===== config.mk =====
export PLATFORM = sky130hd
export DESIGN_NAME = fetch_unit
export DESIGN_NICKNAME = d
export VERILOG_FILES = /design/src/rtl/fetch_unit.sv
export SDC_FILE = /design/constraint.sdc
export NUM_CORES = 1
export LEC_CHECK = 0
export CAP_MARGIN = 20
export CORE_ASPECT_RATIO = 1.5
export CORE_MARGIN = 2
export CORE_UTILIZATION = 51
export DETAILED_ROUTE_END_ITERATION = 8
export PLACE_DENSITY = 0.95
export SYNTH_ARGS = -nofsm -noshare
export SYNTH_HDL_FRONTEND = slang
export SYNTH_SLANG_ARGS = --single-unit

===== constraint.sdc =====
create_clock -name clk -period 8.28 [get_ports clk]
set_clock_uncertainty 0.05 [all_clocks]
set_input_delay 1.242 -clock clk [delete_from_list [all_inputs] [get_ports clk]]
set_output_delay 1.242 -clock clk [all_outputs]
set_load 0.01 [all_outputs]

===== src/rtl/fetch_unit.sv =====
// Instruction fetch: IDLE/REQ/VALID sequencer with PC selection (redirect, jump, branch, sequential).
// Optional FETCH_MISALIGN_CHK_EN adds misalign_err and a HALT state for misaligned PCs.
module fetch_unit #(
    parameter logic [31:0] RESET_PC = 32'h0000_0000
) (
    input  logic        clk,
    input  logic        rst,
    output logic        imem_req,
    output logic [31:0] imem_addr,
    input  logic        imem_ack,
    input  logic [31:0] imem_rdata,
    output logic [31:0] instr,
    output logic        instr_valid,
    output logic [31:0] pc,
    output logic [31:0] pc_plus4,
    input  logic        stall,
    input  logic        branch,
    input  logic        zero,
    input  logic        jump,
    input  logic [31:0] branch_offset,
    input  logic        pc_load,
    input  logic [31:0] pc_load_addr
`ifdef FETCH_MISALIGN_CHK_EN
    ,
    output logic        misalign_err
`endif
);

    typedef enum logic [1:0] {
        ST_IDLE  = 2'd0,
        ST_REQ   = 2'd1,
        ST_VALID = 2'd2
`ifdef FETCH_MISALIGN_CHK_EN
        ,
        ST_HALT  = 2'd3
`endif
    } state_t;

    state_t      state_r;
    state_t      state_sel_s;
    state_t      state_next_s;
    logic [31:0] pc_r;
    logic [31:0] pc_plus4_r;
    logic [31:0] instr_r;
    logic        imem_req_r;
    logic        instr_valid_r;
    logic [31:0] pc_next_s;
    logic [31:0] instr_next_s;
    logic [31:0] target_s;

    // With the checker disabled every loaded PC is word-aligned by dropping the low bits;
    // with it enabled the value is kept so the misalignment can be detected.
    function automatic logic [31:0] fix_pc(input logic [31:0] a);
`ifdef FETCH_MISALIGN_CHK_EN
        return a;
`else
        return {a[31:2], 2'b00};
`endif
    endfunction

    function automatic logic is_misaligned(input logic [31:0] a);
        return (a[1:0] != 2'b00);
    endfunction

    // Next-PC priority select, then state/pc/instr next values.
    always_comb begin
        state_sel_s  = state_r;
        pc_next_s    = pc_r;
        instr_next_s = instr_r;
        target_s     = pc_plus4_r;

        if (pc_load) begin
            target_s = pc_load_addr;
        end else if (jump) begin
            target_s = {pc_plus4_r[31:28], instr_r[25:0], 2'b00};
        end else if (branch && zero) begin
            target_s = pc_plus4_r + (branch_offset << 2);
        end else begin
            target_s = pc_plus4_r;
        end

        case (state_r)
            ST_IDLE: begin
                if (pc_load) begin
                    pc_next_s   = fix_pc(pc_load_addr);
                    state_sel_s = ST_IDLE;
                end else begin
                    state_sel_s = ST_REQ;
                end
            end
            ST_REQ: begin
                // A redirect drops any ack of this cycle and inserts one idle cycle.
                if (pc_load) begin
                    pc_next_s   = fix_pc(pc_load_addr);
                    state_sel_s = ST_IDLE;
                end else if (imem_ack) begin
                    instr_next_s = imem_rdata;
                    state_sel_s  = ST_VALID;
                end else begin
                    state_sel_s = ST_REQ;
                end
            end
            ST_VALID: begin
                if (stall) begin
                    state_sel_s = ST_VALID;
                end else begin
                    pc_next_s   = fix_pc(target_s);
                    state_sel_s = ST_REQ;
                end
            end
`ifdef FETCH_MISALIGN_CHK_EN
            ST_HALT: begin
                state_sel_s = ST_HALT;
            end
`endif
            default: begin
                state_sel_s = ST_IDLE;
            end
        endcase

`ifdef FETCH_MISALIGN_CHK_EN
        state_next_s = is_misaligned(pc_next_s) ? ST_HALT : state_sel_s;
`else
        state_next_s = state_sel_s;
`endif
    end

    // State, PC and instruction registers; outputs are registered from the next state.
    always_ff @(posedge clk) begin
        if (rst) begin
            state_r       <= ST_IDLE;
            pc_r          <= fix_pc(RESET_PC);
            pc_plus4_r    <= fix_pc(RESET_PC) + 32'd4;
            instr_r       <= 32'h0000_0000;
            imem_req_r    <= 1'b0;
            instr_valid_r <= 1'b0;
        end else begin
            state_r       <= state_next_s;
            pc_r          <= pc_next_s;
            pc_plus4_r    <= pc_next_s + 32'd4;
            instr_r       <= instr_next_s;
            imem_req_r    <= (state_next_s == ST_REQ);
            instr_valid_r <= (state_next_s == ST_VALID);
        end
    end

`ifdef FETCH_MISALIGN_CHK_EN
    logic misalign_err_r;

    // Sticky error flag, mirrors residence in HALT.
    always_ff @(posedge clk) begin
        if (rst) begin
            misalign_err_r <= 1'b0;
        end else begin
            misalign_err_r <= (state_next_s == ST_HALT);
        end
    end

    assign misalign_err = misalign_err_r;
`endif

    assign imem_req    = imem_req_r;
    assign imem_addr   = pc_r;
    assign instr       = instr_r;
    assign instr_valid = instr_valid_r;
    assign pc          = pc_r;
    assign pc_plus4    = pc_plus4_r;

endmodule

=== After elaboration in Yosys (flattened, before gate mapping) ===
Index checks and enable logic that the tools add are counted.

* Output and inout port bits: 130
* Input bits: 104
* Register bits: 100
* Word-level logic and storage cells: 28

* Reduce and logical (&&, ||, !) cells: 4
* Bitwise logic cells: 1
* $add $sub $neg: 2
* Multiplexer cells: 11
* Eq/ne operators: 4

{| class="wikitable"
|+ Operators with widths
! operator !! number
|-
| 2-to-1 mux 32 bit || 5
|-
| case mux 32 bit (2 select lines) || 1
|-
| adder 32 x 3 -> 32 bit, second input constant || 1
|-
| adder 32 bit || 1
|-
| 2-to-1 mux 2 bit || 3
|-
| case mux 2 bit (3 select lines) || 1
|-
| equality test 2 x 1 -> 1 bit, second input constant || 2
|-
| equality test 2 bit, second input constant || 2
|-
| AND reduction 3 bit || 1
|-
| zero test 2 bit || 1
|-
| OR reduction 2 bit || 1
|-
| logical AND 1 bit || 1
|-
| 2-to-1 mux 1 bit || 1
|-
| NOT 1 bit || 1
|}

=== Depth between registers and ports, before layout ===
Gate-level depths: netlist of the first run.

* Word-level depth: 7
* Depth in mapped cells: 15
* Depth with buffers taken out: 14

=== Worst setup path after synthesis of the first run ===
OpenSTA, ideal clock, no wires.

* Path kind: in2reg
* Start point: input branch_offset[0]
* End point: register pc_plus4_r[25] (netlist: pc_plus4[25])
* Path buffers: 3
* Setup slack: 3,416 ps
* Stages: 15
* Library setup time: 70 ps
* Data required time: 8,160 ps
* Arrival time: 4,743 ps
* Path through: ha_1 -> fa_1 -> a21oi_1 -> o221ai_2 -> a21oi_1 -> xnor2_1 -> o221ai_2 -> or4_1 -> buf_2 -> or3_1 -> buf_2 -> or4_1 -> clkbuf_2 -> or3_1 -> a21oi_1

* Longest elaborated chain between the ends: 7

{| class="wikitable"
|+ RTL lines
! element !! line !! text
|-
| start: declaration || 20 || <nowiki>input logic [31:0] branch_offset,</nowiki>
|-
| adder 32 bit || 77 || <nowiki>target_s = pc_plus4_r + (branch_offset << 2);</nowiki>
|-
| 2-to-1 mux 32 bit || 76 || <nowiki>end else if (branch && zero) begin</nowiki>
|-
| 2-to-1 mux 32 bit || 74 || <nowiki>end else if (jump) begin</nowiki>
|-
| 2-to-1 mux 32 bit || 72 || <nowiki>if (pc_load) begin</nowiki>
|-
| 2-to-1 mux 32 bit || 104 || <nowiki>if (stall) begin</nowiki>
|-
| case mux 32 bit (2 select lines) || 82 || <nowiki>case (state_r)</nowiki>
|-
| adder 32 x 3 -> 32 bit || 140 || <nowiki>pc_plus4_r <= pc_next_s + 32'd4;</nowiki>
|-
| end signal: assignment || 133 || <nowiki>pc_plus4_r <= fix_pc(RESET_PC) + 32'd4;</nowiki>
|-
| end signal: assignment || 140 ||
|-
| end: declaration || 43 || <nowiki>logic [31:0] pc_plus4_r;</nowiki>
|}

No other way between the ends.
A chain may end at the register's enable or synchronous reset.

=== Worst setup path after layout of the first run ===
* Start point: input stall
* End point: register pc_plus4_r[28] (netlist: pc_plus4[28])

* Longest elaborated chain between the ends: 3

{| class="wikitable"
|+ RTL lines
! element !! line !! text
|-
| start: declaration || 16 || <nowiki>input logic stall,</nowiki>
|-
| 2-to-1 mux 32 bit || 104 ||
|-
| case mux 32 bit (2 select lines) || 82 ||
|-
| net pc_next_s[2] || 47 || <nowiki>logic [31:0] pc_next_s;</nowiki>
|-
| adder 32 x 3 -> 32 bit || 140 ||
|}

The timed path passes the listed nets, and every way through them passes these cells.

==> results of run 1 <==
==> layout make-up <==
class                   instances  area, µm²  area share [%]
clock buffers                   9        225            2.41
clock inverters                 7       50.0           0.534
inverters                      17       63.8           0.681
multi-input cells             740       4510            48.1
flip-flops and latches         98       1960            21.0
well taps                     162        203            2.16
repair buffers                238       2350            25.1
==> metrics by stage <==
step	std cells	utilization [%]	setup slack, ns	total power, mW
3_5_place_dp	1255	67.5	2.26	0.921
4_1_cts	1271	69.5	2.62	1.31
3_3_place_gp	1255	67.5	2.33	0.913
5_1_grt	1271	69.5	2.17	1.37
6_report	1271	69.5	2.56	1.32
2_1_floorplan	949	-	3.42	0.757
==> cells by family (layout without fill, tap and decap cells) <==
| logic type | Yosys count | count (layout) | synth area share, % |
|---|---|---|---|
| fa+ha+maj | 31 | 31 | 5.61 |
| xor+xnor | 30 | 30 | 3.73 |
| flops | 98 | 98 | 27.9 |
| mux | 14 | 14 | 2.06 |
| buf+inv | 111 | 271 | 8.23 |
| compound gates | 278 | 278 | 26.7 |
| simple gates | 387 | 387 | 25.8 |
==> per-layer routing <==
layer / share of wire (%) / wire length [µm] / up-vias / GRT usage (%)
met5: 0 / 0 / - / 0
met4: 8.6 / 2230 / 0 / 26.6
met3: 8.8 / 2290 / 147 / 5.77
met2: 48 / 12600 / 552 / 57.5
met1: 34 / 8940 / 3694 / 38.2
li1: - / - / 3742 / -
==> worst paths after layout <==
path	start	end	slack, ns	cells after the start
setup / recovery	stall	pc_plus4[28]$_SDFF_PP0_	2.56	14
hold / removal	instr[29]$_SDFFE_PP0P_	instr[29]$_SDFFE_PP0P_	0.42	2
setup reg to reg	pc_plus4[8]$_SDFF_PP0_	pc_plus4[31]$_SDFF_PP0_	3.63	11
hold reg to reg	instr[29]$_SDFFE_PP0P_	instr[29]$_SDFFE_PP0P_	0.42	2
==> synth_stat cells, drive strengths merged, types with 4 or more instances <==
cell type | count | area share [%]
a221oi | 9 | 1.1
mux2 | 4 | 0.64
nor2 | 96 | 5.5
nor3 | 22 | 1.6
o21ai | 40 | 2.9
a31oi | 6 | 0.62
buf | 55 | 5.2
clkbuf | 39 | 2.1
o211ai | 11 | 1.2
ha | 30 | 5.3
a22o | 5 | 0.62
and3 | 8 | 0.71
inv | 16 | 0.85
nor2b | 13 | 1.2
a21oi | 94 | 6.7
nand3 | 28 | 2.0
nand4 | 11 | 0.98
a222oi | 5 | 0.71
nand2 | 146 | 7.8
nand2b | 10 | 0.89
or2 | 7 | 0.62
dfxtp | 98 | 28
a21o | 8 | 0.85
a211o | 4 | 0.50
xnor2 | 16 | 2.0
xor2 | 14 | 1.7
o21a | 14 | 1.5
a221o | 4 | 0.57
or3 | 8 | 0.71
o221ai | 10 | 1.4
nand3b | 4 | 0.43
and2 | 7 | 0.62
o22ai | 12 | 1.1
a211oi | 9 | 1.2
o31ai | 6 | 0.64
or4 | 6 | 0.64
a22oi | 8 | 0.85
mux2i | 10 | 1.4
nor4 | 12 | 1.1
==> tightest hold or removal path: cells and delay by family, from the launching register on <==
family	cells	cell delay [ns]
compound gates	1	0.05
flops	1	0.32
simple gates	1	0.06
==> power by group <==
part | switching [mW] | internal [mW] | leakage, nW
logic | 0.212 | 0.186 | 2.49
clock network | 0.195 | 0.207 | 0.141
registers | 0.0308 | 0.494 | 0.802
total | 0.438 | 0.887 | 3.43
==> registers in the layout (all words and copies together), names as in the netlist, named ones only <==
signal / cells
instr_valid: 1
imem_req: 1
instr: 32
imem_addr: 30
state_r: 2
pc_plus4: 30
==> impl_metrics.ini, run 1 <==
[drt]
drtPass1Iterations = 9
vias = 8135
drc_errors = 1
drt-total-wl_mm = 26.0
wl_per_cell_um = 20.5
ant_nets = 0
drtIter0Drc = 901
via_per_inst = 6.40

[finish]
num-nets-final = 1239
area_growth_pct = 33.0
final_area_um2 = 9360
drive_above_1_share_pct = 5.05
layout_commonest_cell = clkdlybuf4s50_1
fillers = 1051
layout_common_cells = 228 x clkdlybuf4s50_1, 146 x nand2_1, 98 x dfxtp_1
antennaDiodeCount = 0

[power_and_ir_drop]
ir_drop_mv = 0.100
p_leak_nw = 3.43
p_per_area_nw_per_um2 = 141

[synth]
seq_area_frac_synth_pct = 27.9
syn_avg_cell_area_um2 = 7.42
netlist_instances = 949
async_reset_ff_share_pct = 0
syn_area_um2 = 7040
synth-warning-count = 0
synth_edf_count = 0
synth_flop_cell = dfxtp_1
synth_cell_types = 84
synth_nets = 1084
yosys_register_bits = 98

[sta]
whs_ns = 0.418
max_slew_margin_pct = 25.8
clock.fmax_mhz = 175
min_period_over_period_pct = 69.1
rsz0062_at_grt = false
final_hold_viol_count = 0
setup_viol = 0
drv_slew = 0
tns_ns = 0
min_period_ns = 5.72
tightestPinTransition_ns = 1.10

[die]
die_area_um2 = 14800
die_x_um = 99.9
rows = 52
start_util_pct = 52.3
core-area_um2 = 13500
num_io_pins = 234
dieHeight_um = 148

[setup_path]
cp.required_ns = 8.42
path_buf_inv = 2
critPathTopFamily = simple AND/OR/NAND/NOR gates
slowest_stage = or3b_1
arrival_ns = 5.86
crit_path_cell_trace = clkdlybuf4s50_1 > or3b_1 > nor2_8 > a211oi_1 > or2_2 > inv_1 > ha_1 > nand3_1 > nor4_1 > nand3_1 > or3_1 > nor4_1 > a31o_2 > a21oi_1
worstPathMaxFanout = 16
crit_path_start_kind = primary input
worstSetupEndpointType = flop
cp_slowest_stage_delay_ns = 0.70
critPathKind = primary input to flop

[global_routing]
grt_pass1_vias = 7825
track_usage_pct = 34.3
antenna_found_initial = 0
grt_max_degree = 98
overflow = 0
grt_first_pass_wirelength_mm = 40.2

[clock_tree]
cts-root-buf = clkbuf_16
cts_made_buffers = 9
cts_resized = 0
postCtsHoldBufs = 0
cts_tree = built
clock_sinks = 98
clk_pin_slew_ns = 0.07
postCtsSetupRepairBufs = 0
clock_latency_ns = 0.35
cts-htree-levels = 3
clk_path_buf_depth = 2

[run]
drv_cap = 0

[outcome]
violations = design-rule violations
outcome = complete, but fails checks

[placed_design]
numPortBuffers = 229
placed_area_um2 = 9090
dp.final_hpwl_mm = 19.6
place_congestion = 0.979

[hold_path]
hold_class = flop to flop
No activity file was read; power rests on OpenSTA's default activity.
==> run 2, diff against run 1 <==
--- a/config.mk
+++ b/config.mk
@@ -8,9 +8,9 @@
 export CAP_MARGIN = 20
 export CORE_ASPECT_RATIO = 1.5
 export CORE_MARGIN = 2
-export CORE_UTILIZATION = 51
+export CORE_UTILIZATION = 47
 export DETAILED_ROUTE_END_ITERATION = 8
-export PLACE_DENSITY = 0.95
+export PLACE_DENSITY = 0.91
 export SYNTH_ARGS = -nofsm -noshare
 export SYNTH_HDL_FRONTEND = slang
 export SYNTH_SLANG_ARGS = --single-unit
==> constraint.sdc (replaced) <==
create_clock -name clk -period 5.5 [get_ports clk]
set_clock_uncertainty 0.05 [all_clocks]
set_input_delay 0.825 -clock clk [delete_from_list [all_inputs] [get_ports clk]]
set_output_delay 0.825 -clock clk [all_outputs]
set_load 0.01 [all_outputs]
==> run 2 against run 1 <==
Against the previous run:
- the run now ends clean
- via count increased by 1.2%
- non-clock buffer count increased by 21
- setup slack got worse by 2.1 ns
- cell count increased by 4.2%
- highest routed layer unchanged
- wire length increased by 2.2%
- critical path depth decreased by 1
- sequential share of layout area decreased by 0.46 points
- global-route usage decreased by 2.8 points
- largest cell class unchanged
- clock power increased by 58%
==> impl_metrics.ini, run 2 (synthesized netlist as in run 1, its figures left out) <==
[die]
dieHeight_um = 154
die_x_um = 104
start_util_pct = 48.3
core-area_um2 = 14600
num_io_pins = 234
rows = 54
die_area_um2 = 16000

[global_routing]
grt_first_pass_wirelength_mm = 40.0
overflow = 0
grt_pass1_vias = 7776
grt_max_degree = 50
track_usage_pct = 31.6
antenna_found_initial = 0

[setup_path]
worstPathMaxFanout = 7
slowest_stage = or4_1
worstSetupEndpointType = flop
cp_slowest_stage_delay_ns = 0.62
arrival_ns = 5.22
critPathKind = primary input to flop
cp_common_cell = a21oi_1
rr_worst_depth = 11
crit_path_start_kind = primary input
cp.required_ns = 5.73
crit_path_cell_trace = clkdlybuf4s50_1 > ha_1 > fa_1 > a21oi_1 > o221ai_2 > a21oi_1 > xnor2_1 > o221ai_2 > or4_1 > or3_1 > or4_1 > or3_1 > a21oi_1

[finish]
seqCellArea_um2 = 1960
postLayoutCoreUtil_pct = 65.6
multiInputGateArea_um2 = 4510
antennaDiodeCount = 0
num-nets-final = 1260
largest_reg_flops = 32
layout_common_cells = 228 x clkdlybuf4s50_1, 146 x nand2_1, 98 x dfxtp_1
layout_commonest_cell = clkdlybuf4s50_1
final_cells = 1325
fillers = 1248
final_area_um2 = 9580
drive_above_1_share_pct = 6.55
area_growth_pct = 36.0

[drt]
drtPass1Iterations = 5
ant_nets = 0
wl_per_cell_um = 20.1
via_per_inst = 6.21
drt-total-wl_mm = 26.6
drtIter0Drc = 710
drc_errors = 0
vias = 8234

[hold_path]
hold_depth = 2
hold_class = flop to flop

[clock_tree]
clk_path_buf_depth = 2
cts_made_buffers = 9
clk_pin_slew_ns = 0.07
clock_sinks = 98
postCtsSetupRepairBufs = 0
postCtsHoldBufs = 0
cts_tree = built
cts_resized = 0
clock_latency_ns = 0.35
cts-root-buf = clkbuf_16
cts-htree-levels = 3

[power_and_ir_drop]
p_total_mw = 2.03
ir_drop_mv = 0.161
p_comb_share_pct = 29.9
p_per_area_nw_per_um2 = 212
seqPwrFrac_pct = 38.9
pwr-share-clk_pct = 31.2
switching_share_pct = 31.4
p_leak_nw = 3.53
p_sw_mw = 0.638
p_int_mw = 1.39

[placed_design]
place_congestion = 0.964
preCtsSetupSlack_ns = 0.202
place_inst = 1310
numPortBuffers = 229
placed_area_um2 = 9290
dp.final_hpwl_mm = 20.6

[sta]
tightestPinTransition_ns = 0.926
min_period_ns = 4.99
final_hold_viol_count = 0
whs_ns = 0.407
setup_viol = 0
clock.fmax_mhz = 200
min_period_over_period_pct = 90.7
max_slew_margin_pct = 38.3
tns_ns = 0
drv_slew = 0
rsz0062_at_grt = false
layout_setup_ws_ns = 0.509

[outcome]
outcome = complete, no violations

[run]
drv_cap = 0
## run 2: path summary, 6_finish.rpt
kind                                        startpoint                      end  slack, ns
worst min-delay path            instr[26]$_SDFFE_PP0P_   instr[26]$_SDFFE_PP0P_       0.41
worst max register to register  pc_plus4[3]$_SDFF_PP0_  pc_plus4[25]$_SDFF_PP0_       1.00
worst min register to register  instr[26]$_SDFFE_PP0P_   instr[26]$_SDFFE_PP0P_       0.41
worst max-delay path                  branch_offset[0]  pc_plus4[25]$_SDFF_PP0_       0.51
## run 2: layout make-up
class	instances	share of cell area [%]
Multi-Input combinational cell	740	47.1
Inverter	17	0.666
Tap cell	196	2.56
Clock inverter	3	0.418
Sequential cell	98	20.5
Timing Repair Buffer	259	26.2
Clock buffer	12	2.57
## run 2: routing by layer
layer / GRT usage (%) / up-vias / share of wire (%)
li1: - / 3762 / -
met1: 33.5 / 3806 / 35
met2: 54.9 / 525 / 49
met3: 6.10 / 141 / 8.4
met4: 24.0 / 0 / 7.8
met5: 0 / - / 0
## run 2: power groups by stage
stage | Clock, mW | Combinational (mW) | Sequential (mW)
final | 0.633 | 0.607 | 0.791
after global routing | 0.657 | 0.648 | 0.793
after CTS | 0.631 | 0.596 | 0.789
after detailed placement | 0 | 0.592 | 0.804
after global placement | 0 | 0.580 | 0.803
after floorplan | 0 | 0.339 | 0.802
## run 2: critical path: cells and delay by family
family,cells,cell delay (ns)
simple gates,4,2.06
compound gates,5,0.98
fa+ha+maj,2,0.69
buf+inv,1,0.41
xor+xnor,1,0.25
==> run 3, diff against run 2 <==
--- a/config.mk
+++ b/config.mk
@@ -6,11 +6,10 @@
 export NUM_CORES = 1
 export LEC_CHECK = 0
 export CAP_MARGIN = 20
-export CORE_ASPECT_RATIO = 1.5
 export CORE_MARGIN = 2
-export CORE_UTILIZATION = 47
+export CORE_UTILIZATION = 40
 export DETAILED_ROUTE_END_ITERATION = 8
-export PLACE_DENSITY = 0.91
+export PLACE_DENSITY = 0.8
 export SYNTH_ARGS = -nofsm -noshare
 export SYNTH_HDL_FRONTEND = slang
 export SYNTH_SLANG_ARGS = --single-unit
==> run 3 against run 2 <==
Against the previous run:
- sequential power about the same
- sequential cell count is the same
- cell count up 2.1%
- setup slack got worse by 0.051 ns
- power is 3.9% higher
- combinational power is essentially flat
- clock-buffer cell count unchanged
- sequential share of layout area is 0.18 points lower
- largest power group unchanged
- cell area up 0.90%
==> impl_metrics.ini, run 3 (synthesized netlist as in run 1, its figures left out) <==
[clock_tree]
clk_pin_slew_ns = 0.06
cts-root-buf = clkbuf_16
clock_latency_ns = 0.35
cts_resized = 0
clk_path_buf_depth = 2
postCtsHoldBufs = 0
clock_sinks = 98
postCtsSetupRepairBufs = 0
cts-htree-levels = 3
cts_made_buffers = 9
cts_tree = built

[drt]
drc_errors = 0
ant_nets = 0
wl_per_cell_um = 19.4
drt-total-wl_mm = 26.3
via_per_inst = 5.91
drtPass1Iterations = 5
drtIter0Drc = 937
vias = 7994

[sta]
min_period_over_period_pct = 91.7
max_slew_margin_pct = 33.2
min_period_ns = 5.04
drv_slew = 0
tns_ns = 0
setup_viol = 0
clock.fmax_mhz = 198
rsz0062_at_grt = false
tightestPinTransition_ns = 1.00
final_hold_viol_count = 0

[finish]
layout_commonest_cell = clkdlybuf4s50_1
drive_above_1_share_pct = 6.65
num-nets-final = 1258
area_growth_pct = 37.2
fillers = 1575
largest_reg_flops = 32
antennaDiodeCount = 0
layout_common_cells = 228 x clkdlybuf4s50_1, 146 x nand2_1, 98 x dfxtp_1

[global_routing]
grt_max_degree = 98
track_usage_pct = 27.3
overflow = 0
antenna_found_initial = 0
grt_pass1_vias = 7372
grt_first_pass_wirelength_mm = 39.5

[setup_path]
crit_path_cell_trace = clkdlybuf4s50_1 > ha_1 > fa_1 > a21oi_1 > o221ai_2 > a21oi_1 > xnor2_1 > o221ai_2 > or4_1 > or3_1 > or4_1 > or3_1 > a21oi_1
path_buf_inv = 1
r2r_end = pc_plus4[25]$_SDFF_PP0_
arrival_ns = 5.26
cp_slowest_stage_delay_ns = 0.63
critPathTopFamily = simple AND/OR/NAND/NOR gates
r2r-start = state_r[1]$_SDFF_PP0_
critPathKind = primary input to flop
cp.required_ns = 5.72
critical_path_depth = 13
rr_worst_depth = 10
cp_common_cell = a21oi_1
slowest_stage = or4_1
crit_path_start_kind = primary input
rrSetupSlack_ns = 0.95
worstPathMaxFanout = 7
worstSetupEndpointType = flop

[power_and_ir_drop]
p_total_mw = 2.11
p_per_area_nw_per_um2 = 218
p_leak_nw = 3.55
ir_drop_mv = 0.162

[hold_path]
min_from = instr[27]$_SDFFE_PP0P_
hold_class = flop to flop
worstHoldEndpoint = instr[27]$_SDFFE_PP0P_
hold_depth = 2

[placed_design]
place_congestion = 0.944
dp.final_hpwl_mm = 20.1
numPortBuffers = 229

[die]
die_x_um = 137
die_area_um2 = 18700
num_io_pins = 234
rows = 48
dieHeight_um = 137
start_util_pct = 40.9
core-area_um2 = 17200

[run]
drv_cap = 0

[outcome]
outcome = complete, no violations
run 3: worst register-to-register path, cell delays in order (launching register included):
cell and delay (ns):
dfxtp_1 0.74, or3b_1 0.65, nor2_8 0.26, a211oi_1 0.13, o31ai_1 0.37, nor4b_2 0.41
nand3_1 0.26, or3_1 0.47, or4_1 0.61, or3_1 0.38, a21oi_1 0.15
run 3: how the worst max path moves through the flow:
stage	slack [ns]	endpoint	start
2_1_floorplan	1.05	pc_plus4[25]$_SDFF_PP0_	branch_offset[0]
3_3_place_gp	0.29	pc_plus4[29]$_SDFF_PP0_	branch_offset[0]
3_5_place_dp	0.22	pc_plus4[25]$_SDFF_PP0_	branch_offset[0]
4_1_cts	0.54	pc_plus4[25]$_SDFF_PP0_	branch_offset[0]
5_1_grt	0.30	pc_plus4[25]$_SDFF_PP0_	branch_offset[0]
6_report	0.46	pc_plus4[25]$_SDFF_PP0_	branch_offset[0]
run 3: routing by layer:
metal / wire, µm / up-vias / GRT usage (%)
li1: - / 3756 / -
met1: 10700 / 3679 / 36.3
met2: 11700 / 493 / 43.0
met3: 3050 / 66 / 6.33
met4: 808 / 0 / 9.90
met5: 0 / - / 0
run 3: area by class of cell:
| type | count | area [µm²] | area share (%) |
|---|---|---|---|
| repair buffers | 257 | 2510 | 26.0 |
| flip-flops and latches | 98 | 1960 | 20.3 |
| multi-input cells | 740 | 4510 | 46.6 |
| clock buffers | 12 | 267 | 2.76 |
| well taps | 225 | 282 | 2.91 |
| clock inverters | 4 | 72.6 | 0.751 |
| inverters | 17 | 63.8 | 0.660 |
run 3: report_power, final:
part,switching [mW],leakage [nW],internal [mW]
registers,0.0471,0.802,0.744
logic,0.322,2.58,0.288
clock network,0.273,0.165,0.435
run 3: through the flow:
step | cells | setup WS [ns] | utilization (%) | cell area [µm²] | hold slack [ns]
global route | 1353 | 0.303 | 56.1 | 9660 | 0.426
global placement | 1337 | 0.290 | 54.1 | 9320 | 0.392
detailed placement | 1337 | 0.219 | 54.1 | 9320 | 0.400
floorplan | 949 | 1.05 | - | 7040 | 0.431
CTS | 1353 | 0.540 | 56.1 | 9660 | 0.409
finish | 1353 | 0.458 | 56.1 | 9660 | 0.405
